`config.mk`:
```
export PLATFORM = sky130hd
export DESIGN_NAME = rx_word_align
export DESIGN_NICKNAME = d
export VERILOG_FILES = /design/src/rtl/serdes_pkg.sv /design/src/rtl/rx_word_align_comma_detect.sv /design/src/rtl/rx_word_align.sv
export SDC_FILE = /design/constraint.sdc
export NUM_CORES = 1
export LEC_CHECK = 0
export CAP_MARGIN = 15
export CORE_MARGIN = 10
export CORE_UTILIZATION = 40
export DETAILED_ROUTE_END_ITERATION = 8
export PLACE_DENSITY_LB_ADDON = 0.08
export REMOVE_ABC_BUFFERS = 1
export SLEW_MARGIN = 15
export SYNTH_ARGS = -nofsm -noshare
export SYNTH_HDL_FRONTEND = slang
export SYNTH_HIERARCHICAL = 1
export SYNTH_SLANG_ARGS = --single-unit
```
`constraint.sdc`:
```
create_clock -name CRC_CKL -period 2.74 [get_ports CRC_CKL]
set_input_delay 0.411 -clock CRC_CKL [delete_from_list [all_inputs] [get_ports CRC_CKL]]
set_output_delay 0.411 -clock CRC_CKL [all_outputs]
set_load 0.02 [all_outputs]
```
`src/rtl/serdes_pkg.sv`:
```
// Shared definitions for the 10-bit serial link receive path.
//   K28_5_RDN / K28_5_RDP : K28.5 comma in LSB-first order (RD- / RD+)
//   WORD_W                : code-group width
//   align_state_t         : word-alignment FSM states
package serdes_pkg;

    localparam int WORD_W = 10;
    localparam logic [WORD_W-1:0] K28_5_RDN = 10'h17C;
    localparam logic [WORD_W-1:0] K28_5_RDP = 10'h283;

    typedef enum logic [1:0] {
        HUNT   = 2'd0,
        VERIFY = 2'd1,
        LOCKED = 2'd2
    } align_state_t;

endpackage

```
`src/rtl/rx_word_align_comma_detect.sv`:
```
// comma_detect: flags a 10-bit window equal to either K28.5 disparity variant.
//   word  in  10  candidate window, bit 0 = oldest bit
//   comma out 1   window is a K28.5 comma
module comma_detect
    import serdes_pkg::*;
(
    input  logic [WORD_W-1:0] word,
    output logic              comma
);

    assign comma = (word == K28_5_RDN) || (word == K28_5_RDP);

endmodule

```
`src/rtl/rx_word_align.sv`:
```
// rx_word_align: hunts for K28.5 in the LSB-first serial stream, locks word
// framing on it and presents aligned 10-bit words with a valid strobe.
//   CRC_CKL        in   1   bit clock, one serial bit per rising edge
//   RST_L          in   1   asynchronous active-low reset
//   data_in        in   1   serial bit, bit 0 of each word first
//   RXPOL          in   1   1 = invert data_in before use
//   data_out       out  10  aligned word, bit 0 = first received bit
//   data_valid     out  1   one-cycle strobe for a new data_out word
//   is_comma       out  1   data_out is a K28.5 comma
//   locked         out  1   alignment FSM is in LOCKED
//   lock_loss_cnt  out  16  saturating LOCKED->HUNT count (RX_ALIGN_STATS_EN only)
//
// state  | meaning
// HUNT   | no framing; first comma anywhere sets the word phase
// VERIFY | framing set; counting aligned commas towards LOCK_CNT
// LOCKED | framing trusted; words emitted every 10 bits
module rx_word_align
    import serdes_pkg::*;
#(
    parameter int LOCK_CNT   = 3,
    parameter int UNLOCK_CNT = 2
) (
    input  logic              CRC_CKL,
    input  logic              RST_L,
    input  logic              data_in,
    input  logic              RXPOL,
    output logic [WORD_W-1:0] data_out,
    output logic              data_valid,
    output logic              is_comma,
    output logic              locked
`ifdef RX_ALIGN_STATS_EN
    ,
    output logic [15:0]       lock_loss_cnt
`else
`endif
);

    localparam int CW = 4;
    localparam logic [CW-1:0] LOCK_M1   = CW'(LOCK_CNT - 1);
    localparam logic [CW-1:0] UNLOCK_M1 = CW'(UNLOCK_CNT - 1);

    align_state_t state, state_n;

    // Only the nine older bits need storage; the newest bit comes straight from the pin.
    logic [WORD_W-2:0] hist;
    logic [WORD_W-1:0] sr_n;
    logic              comma;
    logic              boundary;

    logic [3:0]        phase, phase_n;
    logic [CW-1:0]     good, good_n;
    logic [CW-1:0]     bad, bad_n;
    logic [WORD_W-1:0] dout_n;
    logic              valid_n, isc_n, locked_n;

    assign sr_n     = {data_in ^ RXPOL, hist};
    assign boundary = (phase == 4'd9);

    comma_detect u_comma_detect (
        .word  (sr_n),
        .comma (comma)
    );

    always_ff @(posedge CRC_CKL or negedge RST_L) begin
        if (!RST_L) begin
            state      <= HUNT;
            hist       <= '0;
            phase      <= '0;
            good       <= '0;
            bad        <= '0;
            data_out   <= '0;
            data_valid <= 1'b0;
            is_comma   <= 1'b0;
            locked     <= 1'b0;
        end else begin
            state      <= state_n;
            hist       <= sr_n[WORD_W-1:1];
            phase      <= phase_n;
            good       <= good_n;
            bad        <= bad_n;
            data_out   <= dout_n;
            data_valid <= valid_n;
            is_comma   <= isc_n;
            locked     <= locked_n;
        end
    end

    always_comb begin
        state_n  = state;
        phase_n  = boundary ? 4'd0 : phase + 4'd1;
        good_n   = good;
        bad_n    = bad;
        dout_n   = data_out;
        valid_n  = 1'b0;
        isc_n    = is_comma;
        locked_n = locked;

        case (state)
            HUNT: begin
                phase_n = phase;
                if (comma) begin
                    // phase 0 here means the next bit is bit 0 of a new word
                    phase_n = 4'd0;
                    good_n  = CW'(1);
                    if (LOCK_M1 == '0) begin
                        state_n  = LOCKED;
                        locked_n = 1'b1;
                        bad_n    = '0;
                    end else begin
                        state_n = VERIFY;
                    end
                end
            end
            VERIFY: begin
                if (boundary) begin
                    if (comma) begin
                        good_n = good + CW'(1);
                        if (good == LOCK_M1) begin
                            state_n  = LOCKED;
                            locked_n = 1'b1;
                            bad_n    = '0;
                        end
                    end
                end else if (comma) begin
                    phase_n = 4'd0;
                    good_n  = CW'(1);
                end
            end
            LOCKED: begin
                if (boundary) begin
                    dout_n  = sr_n;
                    valid_n = 1'b1;
                    isc_n   = comma;
                    if (comma) begin
                        bad_n = '0;
                    end
                end else if (comma) begin
                    // A lone stray comma only counts against the lock; framing stays put.
                    bad_n = bad + CW'(1);
                    if (bad == UNLOCK_M1) begin
                        state_n  = HUNT;
                        locked_n = 1'b0;
                        phase_n  = phase;
                        bad_n    = '0;
                        good_n   = '0;
                    end
                end
            end
            default: begin
                state_n  = HUNT;
                locked_n = 1'b0;
            end
        endcase
    end

`ifdef RX_ALIGN_STATS_EN
    always_ff @(posedge CRC_CKL or negedge RST_L) begin
        if (!RST_L) begin
            lock_loss_cnt <= '0;
        end else if (state == LOCKED && state_n == HUNT && lock_loss_cnt != 16'hFFFF) begin
            lock_loss_cnt <= lock_loss_cnt + 16'd1;
        end
    end
`else
`endif

endmodule

```
==> results of run 1 <==
## cells by family after synthesis
| family | after synthesis |
|---|---|
| compound gates | 37 |
| xor+xnor | 2 |
| fa+ha+maj | 11 |
| buf+inv | 13 |
| flops | 36 |
| mux | 14 |
| simple gates | 41 |
## per-layer routing
metal	vias to the layer above	global-route usage [%]	share of wire, %
li1	630	-	-
met1	630	13.44	46
met2	25	16.81	47
met3	4	3.993	5.8
met4	0	4.405	0.96
met5	-	0	0
## Yosys cell counts, types with 2 or more instances
library cell / instances
and3_1: 3
buf_2: 2
nand4b_1: 2
o21ai_0: 2
o21bai_1: 3
a21o_1: 3
nor4b_1: 2
mux2_2: 12
nor3_1: 2
nor2_1: 4
clkbuf_1: 4
a2111oi_0: 2
nand2b_1: 3
o22ai_1: 3
inv_1: 6
a32o_1: 2
o211ai_1: 2
a21oi_1: 4
and3_2: 2
nand3_1: 6
o2bb2ai_1: 2
nand2_1: 6
dfrtp_1: 36
ha_1: 11
## worst max-delay path, delay by kind of cell
| family | cells | cell delay [ns] |
|---|---|---|
| AO/OA/AOI/OAI | 2 | 0.47 |
| XOR/XNOR | 1 | 0.18 |
| buffers and inverters | 2 | 0.59 |
| AND/OR/NAND/NOR | 4 | 0.78 |
| multiplexers | 1 | 0.33 |
## registers in the layout (all words and copies together) (netlist names)
register and flops:
locked 1, data_valid 1, hist 9, phase 4
state 2, good 4, is_comma 1, data_out 10
bad 4
## cell type report
type	count	area, um^2	area share, %
Multi-Input combinational cell	105	907.1	40.08
Clock inverter	2	35.03	1.548
Timing Repair Buffer	30	260.3	11.50
Inverter	6	22.52	0.9950
Tap cell	52	65.06	2.875
Sequential cell	36	900.9	39.80
Clock buffer	6	72.57	3.206
## metrics by stage
step	area, um^2	std cells	TNS (ns)	setup slack (ns)	hold WS (ns)
after CTS	2242	235	0	0.1255	0.2382
after floorplan	1824	147	-0.6697	-0.2294	0.1154
after global routing	2263	237	-0.01772	-0.01772	0.2601
after detailed placement	2135	227	-0.9329	-0.1793	0.4141
after global placement	2135	227	-0.6506	-0.1397	0.4109
final	2263	237	0	0.1514	0.2045
## power breakdown
| part | internal, mW | total [mW] | switching, mW |
|---|---|---|---|
| clock network | 0.270 | 0.458 | 0.188 |
| logic | 0.209 | 0.441 | 0.232 |
| registers | 0.582 | 0.646 | 0.0642 |
| total | 1.06 | 1.55 | 0.484 |
## repair_timing
item / in CTS / in global routing
gates resized for setup: 0 / 1
setup endpoints to repair: 0 / 5
buffers inserted: 0 / 2
## how the worst min path moves through the flow
stage / from / end / depth (start not counted)
2_1_floorplan: RST_L / bad[0]$_DFFE_PN0P_ / 0
3_3_place_gp: hist[6]$_DFF_PN0_ / hist[5]$_DFF_PN0_ / 0
3_5_place_dp: hist[2]$_DFF_PN0_ / hist[1]$_DFF_PN0_ / 0
4_1_cts: RST_L / bad[3]$_DFFE_PN0P_ / 1
5_1_grt: RST_L / phase[0]$_DFFE_PN0P_ / 1
6_report: RST_L / bad[3]$_DFFE_PN0P_ / 1
==> flow_metrics.py, run 1 <==
metrics = {
    "outcome": {
        "outcome": "finished clean",
    },
    "finish": {
        "final_cell_mix": "dfrtp_1, clkdlybuf4s50_1, buf_4",
        "area_growth_pct": 21.65,
        "n_antenna_cell": 0,
        "final_common_cell": "dfrtp_1",
        "final_core_util_pct": 50.93,
        "final_nets": 199,
        "nFillCells": 412,
        "drive_gt1_share_pct": 25.41,
    },
    "sta": {
        "drv_slew": 0,
        "setup_violations": 0,
        "finClkSkew_ns": 0.001534,
        "period_minus_slack_ns": 2.589,
        "fmax_ghz": 0.3863,
        "fin_crit_sh_pct": 94.48,
        "relSlewSlack_pct": 47.31,
        "worst_pin_slew_ns": 0.7904,
        "hold_viol_final": 0,
    },
    "cts": {
        "cts-root-buf": "clkbuf_8",
        "clock-sinks": 36,
        "cts_buffers": 5,
        "holdBufCountCts": 0,
        "htreeDepth": 2,
        "cts_buffer_depth": 2,
        "cts_tree": "done",
        "clock_latency_ns": 0.29,
        "clk_transition_reported_paths_ns": 0.07,
    },
    "setup_path": {
        "critical_path.max_stage_delay_ns": 0.41,
        "slowest_stage": "clkdlybuf4s50_1",
        "reg2regPathDepth": 8,
        "startpoint_type": "input port",
        "cp_cell_sequence": "clkdlybuf4s50_1, xor2_1, and4bb_1, nand3_1, o41ai_2, buf_4, nand4bb_1, nor3_1, o22ai_1, mux2_1",
        "reg2reg_from": "hist[7]$_DFF_PN0_",
        "crit_end": "state[0]$_DFFE_PN0P_",
        "critPathKind": "in2reg",
        "worstPathArrival_ns": 2.76,
        "crit_path_start": "RXPOL",
        "cp_max_fo": 6,
        "required_ns": 2.91,
        "cp-end-kind": "flop",
        "r2r_end": "state[0]$_DFFE_PN0P_",
        "rrSetupSlack_ns": 0.46,
    },
    "detailed_routing": {
        "drt-pass1-iter-count": 4,
        "vias_per_cell": 5.439,
        "drc_errors": 0,
        "vias": 1289,
        "wire_per_inst_um": 16.35,
        "initialDrtViolationCount": 119,
        "routed_wl_mm": 3.874,
        "ant_nets": 0,
    },
    "synthesis": {
        "synth_top_area_cell": "dfrtp_1",
        "synthMuxAreaShare_pct": 8.406,
        "syn_inst": 154,
        "synth-seq-cells": 36,
        "synth-simple-area-share_pct": 14.26,
        "yosys_warnings": 6,
        "async_flop_share_pct": 100.0,
        "synth_area_leaders": "dfrtp_1, ha_1, mux2_2",
        "yosysSeqAreaShare_pct": 48.42,
        "avgSynthCellArea_um2": 12.08,
        "synth_compound_area_share_pct": 17.42,
        "synthAdderAreaFrac_pct": 7.397,
        "synth_top_family_by_area": "compound AO/OA/AOI/OAI gates",
        "yosysUniqueCellTypes": 54,
        "synth_edf_count": 0,
        "netlist.area_leader.share_pct": 48.42,
        "synth_xor_area_share_pct": 0.9415,
        "synthesis.area_um2": 1861,
        "synth_top_flop_cell": "dfrtp_1",
    },
    "grt": {
        "antenna_found_initial": 0,
        "grtUsageTotal_pct": 10.88,
        "gr-total-overflow": 0,
        "grt_pass1_vias": 1327,
        "grt_max_degree": 37,
        "grt_pass1_wl_mm": 6.561,
    },
    "pwr": {
        "p_total_mw": 1.545,
        "power_density_nw_per_um2": 682.7,
        "ir_worst_vdd_v": 0.0003597,
        "power_leakage_nw": 1.045,
    },
    "floorplan": {
        "core_um2": 4444,
        "start_util_pct": 41.86,
        "die_w_um": 88.20,
        "die_y_um": 88.20,
        "die_area_um2": 7779,
        "ios": 17,
        "num_rows": 24,
    },
    "min_path": {
        "min_path_type": "in2async",
    },
    "placement": {
        "io_buffers": 16,
        "dp_hpwl_mm": 2.939,
        "routabilityCongestion": 0.7994,
    },
    "run": {
        "maxCapViolCount": 0,
    },
}
No activity file was read; power rests on OpenSTA's default activity.
==> run 2: changes to the inputs <==
clock period = 3.1 ns   (was 2.74 ns; I/O delays follow)
==> run 2 against run 1 <==
  * Clock skew grew 0.0029 ns
  * Cell area shrank 3.3%
  * Core utilization shrank 1.7 points
  * Total power shrank 14%
  * Combinational power shrank 21%
  * Flip-flop and latch count is the same
  * Non-clock buffer count shrank 9
  * Register-to-register slack gained 0.21 ns
  * Critical path type unchanged
  * Critical endpoint is now good[1]$_DFFE_PN0P_
==> flow_metrics.py, run 2 (synthesized netlist as in run 1, its figures left out) <==
metrics = {
    "sta": {
        "finClkSkew_ns": 0.004465,
        "setup_violations": 0,
        "hold_slack_ns": 0.2550,
        "period_minus_slack_ns": 2.836,
        "hold_viol_final": 0,
        "worst_pin_slew_ns": 0.7946,
        "fin_crit_sh_pct": 91.48,
        "relSlewSlack_pct": 47.03,
        "fmax_ghz": 0.3526,
        "rsz0062_at_grt": "false",
        "drv_slew": 0,
    },
    "finish": {
        "top_regs": "data_out x10, hist x9",
        "final_nets": 190,
        "area_growth_pct": 17.69,
        "final_cell_mix": "dfrtp_1, clkdlybuf4s50_1, mux2_2",
        "final_core_util_pct": 49.27,
        "drive_gt1_share_pct": 21.02,
        "n_antenna_cell": 0,
        "largest_reg_flops": 10,
        "top_register": "data_out",
        "final_common_cell": "dfrtp_1",
    },
    "cts": {
        "htreeDepth": 2,
        "clock-sinks": 36,
        "clock_latency_ns": 0.29,
        "postCtsSetupBuffers": 0,
        "cts_tree": "done",
        "ctsResizeCount": 0,
        "cts_buffer_depth": 2,
        "cts-root-buf": "clkbuf_8",
        "cts_buffers": 5,
        "holdBufCountCts": 0,
        "clk_transition_reported_paths_ns": 0.07,
    },
    "run": {
        "maxCapViolCount": 0,
    },
    "grt": {
        "antenna_found_initial": 0,
        "grtUsageTotal_pct": 11.29,
        "grt_max_degree": 37,
        "grt_pass1_vias": 1399,
        "grt_pass1_wl_mm": 6.858,
        "gr-total-overflow": 0,
    },
    "outcome": {
        "outcome": "finished clean",
    },
    "setup_path": {
        "reg2reg_from": "hist[7]$_DFF_PN0_",
        "cp_cell_sequence": "clkdlybuf4s50_1, xor2_1, nor4b_1, nand4b_1, o41ai_2, buf_4, and2b_1, a211oi_4, o211ai_2, a221o_1",
        "reg2regPathDepth": 8,
        "cp_max_fo": 9,
        "critical_path.max_stage_delay_ns": 0.47,
        "crit_family": "compound AO/OA/AOI/OAI gates",
        "cp-end-kind": "flop",
        "rrSetupSlack_ns": 0.67,
        "startpoint_type": "input port",
        "r2r_end": "good[1]$_DFFE_PN0P_",
        "slowest_stage": "clkdlybuf4s50_1",
        "worstPathArrival_ns": 3.01,
        "required_ns": 3.27,
        "critPathKind": "in2reg",
        "path_buf_inv": 2,
    },
    "pwr": {
        "power_frac_seq_pct": 42.8,
        "power_leakage_nw": 0.9994,
        "ir_worst_vdd_v": 0.0002719,
        "power_density_nw_per_um2": 607.0,
        "switching_share_pct": 32.10,
        "power.switching_uw": 426.7,
        "power_frac_comb_pct": 26.3,
        "internal_power_uw": 902.5,
        "pwr-share-clk_pct": 30.8,
    },
    "detailed_routing": {
        "routed_wl_mm": 3.848,
        "wl_met1_mm": 1.826,
        "vias_per_cell": 5.776,
        "wl_met2_mm": 1.770,
        "met3WireLength_um": 168,
        "top_layer_used": "met4",
        "ant_nets": 0,
        "wire_per_inst_um": 16.88,
        "initialDrtViolationCount": 60,
        "drt-pass1-iter-count": 5,
        "vias": 1317,
        "drc_errors": 0,
    },
    "floorplan": {
        "die_y_um": 88.20,
        "num_rows": 24,
        "die_w_um": 88.20,
        "ios": 17,
        "start_util_pct": 41.86,
        "die_area_um2": 7779,
        "core_um2": 4444,
    },
    "placement": {
        "dp_hpwl_mm": 2.772,
        "io_buffers": 16,
        "routabilityCongestion": 0.8768,
    },
    "min_path": {
        "min_path_type": "in2async",
    },
}
[run 2: worst max-delay path by stage]
stage                 start  cells after the start             endpoint
floorplan             RXPOL                      8  good[1]$_DFFE_PN0P_
global placement      RXPOL                     10  good[1]$_DFFE_PN0P_
detailed placement    RXPOL                     10  good[1]$_DFFE_PN0P_
CTS                   RXPOL                     10  good[1]$_DFFE_PN0P_
global route        data_in                     10   bad[2]$_DFFE_PN0P_
finish              data_in                     10  good[1]$_DFFE_PN0P_
[run 2: power by group through the flow]
stage	logic, mW	registers [mW]	clock network (mW)
final	0.350	0.570	0.410
after global routing	0.391	0.579	0.443
after CTS	0.349	0.569	0.424
after detailed placement	0.346	0.578	0
after global placement	0.340	0.577	0
after floorplan	0.259	0.563	0
[run 2: worst reg2reg max path, stage by stage (launching register included)]
cell and delay (ns):
dfrtp_1 0.41, and4bb_1 0.25, nand3_1 0.09, o41ai_2 0.29, buf_4 0.21, and2b_1 0.22
a211oi_4 0.30, o211ai_2 0.16, a221o_1 0.37
[run 2: final cells by class]
class	count	area [um^2]
Fill cell	408	2255
Sequential cell	36	900.9
Multi-Input combinational cell	105	900.9
Timing Repair Buffer	21	192.7
Clock buffer	6	72.57
Tap cell	52	65.06
Clock inverter	2	35.03
Inverter	6	22.52
[run 2: through the flow]
stage               power (mW)  cell area [um^2]   TNS, ns  setup WS [ns]  std cells
floorplan               0.8214              1824         0        0.07658        147
global placement        0.9167              2082         0        0.07460        220
detailed placement      0.9245              2082  -0.03302       -0.03302        220
CTS                      1.342              2190         0         0.2737        228
global route             1.412              2190         0        0.02673        228
finish                   1.329              2190         0         0.2642        228
[run 2: metal layers]
| metal | vias up | global-route usage [%] |
|---|---|---|
| met4 | 0 | 5.580 |
| met2 | 24 | 17.35 |
| li1 | 620 | - |
| met3 | 8 | 4.271 |
| met1 | 665 | 13.57 |
| met5 | - | 0 |
==> run 3: changes to the inputs <==
CORE_UTILIZATION = 35   (was 40)
==> run 3 against run 2 <==
  * Core utilization fell by 6.3 points
  * Largest cell class unchanged
  * Clock-buffer cell count rose by 1
  * Cell area rose by 0.97%
  * Wire length fell by 1.2%
  * Maximum frequency rose by 2.1%
  * Sequential share of layout area fell by 0.40 points
  * Clock skew rose by 0.0039 ns
==> flow_metrics.py, run 3 (synthesized netlist as in run 1, its figures left out) <==
metrics = {
    "pwr": {
        "power_density_nw_per_um2": 575.2,
        "p_total_mw": 1.272,
        "ir_worst_vdd_v": 0.0003243,
        "power_leakage_nw": 0.9935,
    },
    "placement": {
        "dp_hpwl_mm": 2.782,
        "routabilityCongestion": 0.8641,
        "place_inst": 239,
        "preCtsSetupSlack_ns": 0.01005,
        "io_buffers": 16,
    },
    "cts": {
        "clk_transition_reported_paths_ns": 0.08,
        "holdBufCountCts": 0,
        "clock_latency_ns": 0.29,
        "cts-root-buf": "clkbuf_8",
        "clock-sinks": 36,
        "htreeDepth": 2,
        "cts_tree": "done",
        "cts_buffers": 5,
        "cts_buffer_depth": 2,
        "ctsResizeCount": 0,
        "postCtsSetupBuffers": 0,
    },
    "setup_path": {
        "rrSetupSlack_ns": 0.73,
        "critical_path.max_stage_delay_ns": 0.41,
        "cp_max_fo": 7,
        "worstPathArrival_ns": 2.95,
        "required_ns": 3.27,
        "cp-end-kind": "flop",
        "cp_cell_sequence": "clkdlybuf4s50_1, xor2_1, and4bb_1, nand3_1, o41ai_2, buf_4, and2b_1, a211oi_4, o211ai_2, a221o_1",
        "startpoint_type": "input port",
        "slowest_stage": "clkdlybuf4s50_1",
        "critPathKind": "in2reg",
    },
    "floorplan": {
        "die_w_um": 92.91,
        "die_y_um": 92.91,
        "start_util_pct": 36.20,
        "die_area_um2": 8632,
        "num_rows": 26,
        "ios": 17,
        "core_um2": 5140,
    },
    "grt": {
        "antenna_found_initial": 0,
        "grt_max_degree": 37,
        "grt_pass1_wl_mm": 6.755,
        "grtUsageTotal_pct": 9.598,
        "gr-total-overflow": 0,
        "grt_pass1_vias": 1357,
    },
    "finish": {
        "n_antenna_cell": 0,
        "largest_reg_flops": 10,
        "final_common_cell": "dfrtp_1",
        "area_growth_pct": 18.83,
        "drive_gt1_share_pct": 20.90,
        "layout.cells.non_filler": 247,
        "top_regs": "data_out x10, hist x9",
        "nFillCells": 516,
        "final_nets": 191,
        "final_cell_mix": "dfrtp_1, clkdlybuf4s50_1, mux2_2",
        "top_register": "data_out",
    },
    "sta": {
        "finClkSkew_ns": 0.008363,
        "drv_slew": 0,
        "fin_crit_sh_pct": 89.60,
        "setup_ws_ns": 0.3225,
        "fmax_ghz": 0.3600,
        "worst_pin_slew_ns": 0.4717,
        "period_minus_slack_ns": 2.778,
        "hold_viol_final": 0,
        "setup_violations": 0,
        "relSlewSlack_pct": 68.55,
        "rsz0062_at_grt": "false",
        "finalSetupTns_ns": 0,
    },
    "outcome": {
        "outcome": "finished clean",
    },
    "detailed_routing": {
        "drt-pass1-iter-count": 4,
        "vias_per_cell": 5.170,
        "vias": 1277,
        "ant_nets": 0,
        "wire_per_inst_um": 15.39,
        "initialDrtViolationCount": 111,
        "routed_wl_mm": 3.802,
        "drc_errors": 0,
    },
    "run": {
        "maxCapViolCount": 0,
    },
    "min_path": {
        "min_path_type": "reg2reg",
    },
}
run 3: area by class of cell:
class	count	area [um^2]	area share (%)
Timing Repair Buffer	22	205.2	9.281
Clock inverter	1	7.507	0.3396
Clock buffer	7	86.33	3.905
Sequential cell	36	900.9	40.75
Multi-Input combinational cell	105	900.9	40.75
Tap cell	70	87.58	3.962
Inverter	6	22.52	1.019
run 3: final timing paths:
path / from / endpoint / cells past startpoint
min reg2reg: hist[7]$_DFF_PN0_ / hist[6]$_DFF_PN0_ / 0
max in group asynchronous: RST_L / data_valid$_DFF_PN0_ / 2
min: hist[7]$_DFF_PN0_ / hist[6]$_DFF_PN0_ / 0
max: RXPOL / good[1]$_DFFE_PN0P_ / 10
min in group asynchronous: RST_L / is_comma$_DFFE_PN0P_ / 2
max reg2reg: hist[7]$_DFF_PN0_ / good[1]$_DFFE_PN0P_ / 8
run 3: report_power, final:
part	switching (mW)	internal (mW)	total, mW
clock	0.169	0.181	0.349
combinational	0.200	0.152	0.352
sequential	0.0560	0.514	0.570
run 3: per-layer routing:
layer	GRT usage [%]	vias up	wire length, um
met3	3.309	2	164
met1	12.03	640	1861
met5	0	-	0
li1	-	618	-
met2	15.07	17	1752
met4	3.085	0	23
run 3: stage by stage:
step                cell area (um^2)  hold WS, ns  utilization (%)
floorplan                       1824       0.1694                -
global placement                2117       0.4096            41.19
finish                          2211       0.4295            43.01
CTS                             2211       0.4342            43.01
detailed placement              2117       0.4159            41.19
global route                    2211       0.4523            43.01
run 3: worst max-delay path: cells and delay by family:
family	cells	cell delay, ns
AO/OA/AOI/OAI	4	1.10
XOR/XNOR	1	0.20
AND/OR/NAND/NOR	3	0.59
buffers and inverters	2	0.60
